[src/rtl/mcpu_alu_arbiter.sv]
// Round-robin share of one combinational MCPU_Alu between ch0/ch1; result returned on owner's resp_valid.
// Latency: req_ready cycle, then EXEC, then resp_valid held until resp_ready[owner]; 3 cycles min per op.
// MCPU_ALU_ARB_STATS_EN adds saturating per-channel grant counters with a synchronous stats_clr.
module mcpu_alu_arbiter #(
  parameter int CMD_SIZE  = 2,
  parameter int WORD_SIZE = 8
`ifdef MCPU_ALU_ARB_STATS_EN
  ,
  parameter int CNT_SIZE  = 16
`endif
) (
  input  logic                   clk,
  input  logic                   rst_n,
  input  logic [1:0]             req_valid,
  output logic [1:0]             req_ready,
  input  logic [CMD_SIZE-1:0]    req0_opcode,
  input  logic [WORD_SIZE-1:0]   req0_r1,
  input  logic [WORD_SIZE-1:0]   req0_r2,
  input  logic [CMD_SIZE-1:0]    req1_opcode,
  input  logic [WORD_SIZE-1:0]   req1_r1,
  input  logic [WORD_SIZE-1:0]   req1_r2,
  output logic [1:0]             resp_valid,
  input  logic [1:0]             resp_ready,
  output logic [2*WORD_SIZE-1:0] resp_out,
  output logic                   resp_overflow,
  output logic [CMD_SIZE-1:0]    alu_opcode,
  output logic [WORD_SIZE-1:0]   alu_r1,
  output logic [WORD_SIZE-1:0]   alu_r2,
  input  logic [2*WORD_SIZE-1:0] alu_out,
  input  logic                   alu_overflow,
`ifdef MCPU_ALU_ARB_STATS_EN
  input  logic                   stats_clr,
  output logic [CNT_SIZE-1:0]    grant_cnt0,
  output logic [CNT_SIZE-1:0]    grant_cnt1,
`endif
  output logic                   busy
);

  typedef enum logic [1:0] {
    IDLE = 2'd0,
    EXEC = 2'd1,
    RESP = 2'd2
  } state_t;

  state_t state, state_nxt;
  logic   rr_ptr;
  logic   owner;
  logic   win;
  logic   accept;
  logic   resp_hs;

  always_ff @(posedge clk or negedge rst_n) begin
    if (!rst_n) begin
      state <= IDLE;
    end else begin
      state <= state_nxt;
    end
  end

  // rr_ptr only matters when both channels are valid; a lone requester always wins.
  always_comb begin
    win       = (req_valid == 2'b11) ? rr_ptr : req_valid[1];
    accept    = rst_n && (state == IDLE) && (req_valid != 2'b00);
    req_ready = 2'b00;
    if (accept) begin
      req_ready = win ? 2'b10 : 2'b01;
    end
    resp_hs   = (state == RESP) && resp_ready[owner];
    state_nxt = state;
    case (state)
      IDLE:    if (accept)  state_nxt = EXEC;
      EXEC:    state_nxt = RESP;
      RESP:    if (resp_hs) state_nxt = IDLE;
      default: state_nxt = IDLE;
    endcase
  end

  assign busy = (state != IDLE);

  always_ff @(posedge clk or negedge rst_n) begin
    if (!rst_n) begin
      rr_ptr        <= 1'b0;
      owner         <= 1'b0;
      alu_opcode    <= '0;
      alu_r1        <= '0;
      alu_r2        <= '0;
      resp_out      <= '0;
      resp_overflow <= 1'b0;
      resp_valid    <= 2'b00;
    end else begin
      case (state)
        IDLE: begin
          if (accept) begin
            owner      <= win;
            alu_opcode <= win ? req1_opcode : req0_opcode;
            alu_r1     <= win ? req1_r1     : req0_r1;
            alu_r2     <= win ? req1_r2     : req0_r2;
          end
        end
        EXEC: begin
          resp_out      <= alu_out;
          resp_overflow <= alu_overflow;
          resp_valid    <= owner ? 2'b10 : 2'b01;
        end
        RESP: begin
          // Hand preference to the other channel so simultaneous requesters alternate.
          if (resp_hs) begin
            resp_valid <= 2'b00;
            rr_ptr     <= ~owner;
          end
        end
        default: ;
      endcase
    end
  end

`ifdef MCPU_ALU_ARB_STATS_EN
  always_ff @(posedge clk or negedge rst_n) begin
    if (!rst_n) begin
      grant_cnt0 <= '0;
      grant_cnt1 <= '0;
    end else if (stats_clr) begin
      grant_cnt0 <= '0;
      grant_cnt1 <= '0;
    end else begin
      if (req_ready[0] && (grant_cnt0 != '1)) grant_cnt0 <= grant_cnt0 + 1'b1;
      if (req_ready[1] && (grant_cnt1 != '1)) grant_cnt1 <= grant_cnt1 + 1'b1;
    end
  end
`endif

endmodule

[config.mk]
export PLATFORM = sky130hd
export DESIGN_NAME = mcpu_alu_arbiter
export DESIGN_NICKNAME = d
export VERILOG_FILES = /design/src/rtl/mcpu_alu_arbiter.sv
export SDC_FILE = /design/constraint.sdc
export NUM_CORES = 1
export LEC_CHECK = 0
export ABC_AREA = 1
export BUFFER_PORTS_ARGS = -buffer_cell sky130_fd_sc_hd__buf_2
export CAP_MARGIN = 20
export CORE_ASPECT_RATIO = 1.2
export CORE_MARGIN = 2
export CORE_UTILIZATION = 35
export CTS_CLUSTER_SIZE = 12
export DETAILED_ROUTE_END_ITERATION = 6
export GPL_TIMING_DRIVEN = 0
export PLACE_DENSITY = 0.73
export SETUP_SLACK_MARGIN = 0.05
export SLEW_MARGIN = 20
export SYNTH_ARGS = -nofsm -noshare
export SYNTH_HDL_FRONTEND = slang
export SYNTH_SLANG_ARGS = --single-unit
export TNS_END_PERCENT = 30
[constraint.sdc]
create_clock -name clk -period 2.2 [get_ports clk]
set_input_delay 0 -clock clk [delete_from_list [all_inputs] [get_ports clk]]
set_output_delay 0 -clock clk [all_outputs]
set_load 0.02 [all_outputs]
==> implementation parameters <==
Parameter                              Value

Run status
  Run status ... complete, no violations

Placement
  Placed wire-length estimate after detailed placement ... 3610 um
  Number of port buffers ... 98
  Routability Congestion ... 0.721

Synth
  Unique masters post-synth ... 17
  Commonest register cell after synthesis ... dfrtp_1
  Summed instance area of the synthesized netlist ... 0.00196 mm2
  Flop and latch count out of synthesis ... 41
  Area leader, netlist ... dfrtp_1
  Fraction of the yosys area taken by sequential cells ... 52.4%
  Cells after Synth ... 248
  Most frequently used cell type in the post-synthesis netlist ... nand2_1
  List of most frequent post-synthesis cells ... nand2_1, dfrtp_1, nand3_1
  Post-synthesis async set-or-reset flop share ... 100%
  Post-synth EDFFs ... 0
  Area contributors post-synth ... dfrtp_1, nand2_1, nand3_1
  Number of nets in the synthesized netlist ... 307
  Syn_area_per_cell ... 7.90 um2
  Count of warnings emitted by yosys ... 0
  Area share of the largest cell type after synthesis ... 52.4%

Timing
  Transition time at the pin with the least slew margin ... 0.428 ns
  Worst setup skew after layout ... 0.00488 ns
  Upper clock frequency limit ... 0.676 GHz
  Clock period minus final worst setup slack ... 1.48 ns
  Min Hold Slack ... 0.00188 ns
  Ratio of final minimum period to clock period ... 67.2%
  Number of hold violations in the final report ... 0
  Setup repair after global routing missed its margin ... false
  Final setup violating endpoints ... 0
  Setup TNS ... 0 ns
  Slew HR ... 71.4%
  Final max-slew violation count ... 0

Clocking
  CTS max path bufs ... 2
  Clock input transition at the sequential cells of the worst setup and hold paths ... 0.08 ns
  Cts bufs inserted ... 5
  Clock tree from TritonCTS ... built
  Count of instances resized after the clock tree is built ... 0
  Total of hold buffers inserted after clock tree synthesis ... 38
  Htree depth ... 2
  Clk sinks ... 41
  Clock root buffer ... clkbuf_8
  Clock latency on the worst-skew pair ... 0.29 ns
  Post CTS Setup Buffer Count ... 0

Worst setup path
  Data arrival, critical path ... 1.48 ns
  First element of the critical path ... rr_ptr
  Worst setup EP type ... primary output
  Required time worst endpoint ... 2.20 ns
  Max Fanout on Critical Path ... 10
  Worst setup path class ... flop to primary output
  Worst-path cell chain ... inv_1 -> nand2_4 -> nand2_8 -> buf_8 -> inv_2 -> nor2_1 -> buf_2
  Worst path max stage delay ... 0.40 ns
  Worst R2R Start ... owner
  CP startpoint kind ... flop
  Highest-delay cell along the critical path ... dfrtp_1

Layout
  Fraction of layout instances using a drive strength above 1 ... 32.5%
  Net count of the finished layout ... 450
  Number of diodes added for antenna fixing ... 0
  Synth-to-layout area growth ... 54.2%

GRT
  Global-route met2 utilization ... 33.0%
  Overall routing resource usage ... 18.2%
  Number of global-route vias before repair ... 1,996
  Initial antenna violation count ... 0
  Wire length of the first global-routing pass ... 8770 um
  Busiest grt layer ... met2
  Total global routing overflow ... 0
  Met1 demand-to-capacity share in global routing ... 20.3%
  Met3 demand-to-capacity share in global routing ... 4.11%
  Largest net degree at the start of global routing ... 42

Detailed routing
  Average routed wire per standard cell ... 11.9 um
  Antenna Violating Nets Remaining ... 0
  DRC viols ... 0
  WL final ... 5400 um
  Number of DRC markers after the initial detailed-route iteration ... 81
  Length of the first detailed-routing pass in iterations ... 6
  Total vias in the final route ... 2,058
  Average via count per standard cell ... 4.54

Floorplanning
  Row Count ... 29
  Core area ... 0.00533 mm2
  Die ar. ... 0.00621 mm2
  Die X-Extent ... 72.3 um
  Die height ... 85.9 um
  Initial standard-cell utilization of the core ... 36.7%
  IO Pins ... 99

Power
  Leakage power of the design ... 1.76 nW
  Total power divided by cell area ... 1170 mW/mm2
  Peak supply drop ... 474 uV

Flow run
  MaxCap Viol Count ... 0

Hold path
  Path category of the worst min-delay check ... input pin to flop
  Start point of the worst hold path ... req0_r2[6]
-- cell families after synthesis --
logic type / synth area share [%]
AND/OR/NAND/NOR: 40.2
flip-flops: 52.4
buffers and inverters: 7.16
AO/OA/AOI/OAI: 0.255
-- power breakdown --
| part | internal [W] | switching [W] | leakage, nW |
|---|---|---|---|
| Combinational | 0.000603 | 0.00106 | 1.20 |
| Sequential | 0.00110 | 0.000186 | 0.511 |
| Clock | 0.000330 | 0.000251 | 0.0540 |
| Total | 0.00203 | 0.00150 | 1.76 |
-- metal layers --
layer	wire length, um	part of all wire (%)	up-vias
li1	-	-	1060
met1	2250	42	938
met2	2830	52	54
met3	231	4.3	6
met4	81	1.5	0
met5	0	0	-
-- registers in the layout, summed over array words and instances (netlist names) --
register       count
alu_opcode         2
alu_r1             8
alu_r2             8
owner              1
resp_out          16
resp_overflow      1
resp_valid         2
rr_ptr             1
state              2
-- critical path, delay by kind of cell, from the launching register on --
kind / cells / cell delay (ns)
buf+inv: 4 / 0.44
flops: 1 / 0.40
simple gates: 3 / 0.33
-- final timing paths --
check	to	slack, ns	cells after the start
min reg2reg	resp_overflow	0.47	2
min in group asynchronous	resp_out[2]	0.26	3
max reg2reg	state[1]	0.84	5
max in group asynchronous	alu_r1[6]	1.74	3
min	alu_r2[6]	0.002	5
max	req_ready[0]	0.72	7
-- metrics by stage --
stage | cells | setup slack [ns] | total power, W | utilization, % | instance area [um2]
after floorplan | 248 | 1.05 | 0.00235 | - | 1960
after global placement | 408 | 0.516 | 0.00289 | 47.4 | 2530
after detailed placement | 408 | 0.482 | 0.00292 | 47.4 | 2530
after CTS | 453 | 0.702 | 0.00358 | 56.6 | 3020
after global routing | 453 | 0.592 | 0.00380 | 56.6 | 3020
final | 453 | 0.721 | 0.00353 | 56.6 | 3020
-- layout make-up --
cell class	instances	area, um2
multi-input combinational	186	792
sequential	41	1030
tap	62	77.6
clock inverter	2	35.0
fill	478	2310
buffer	14	114
timing repair buffer	136	881
inverter	7	26.3
clock buffer	5	68.8
-- layout by cell type, fill, tap and decap left out, drive strengths merged --
cell type    Yosys  layout
clkinv           0       1
buf             13     112
inv              7       7
clkbuf           1       6
nand2          139     139
nor2             4       4
bufinv           0       1
nand3           41      41
dlygate4sd3      0      37
nor3             1       1
dfrtp           41      41
o21ai            1       1
No activity file was read; power rests on OpenSTA's default activity.
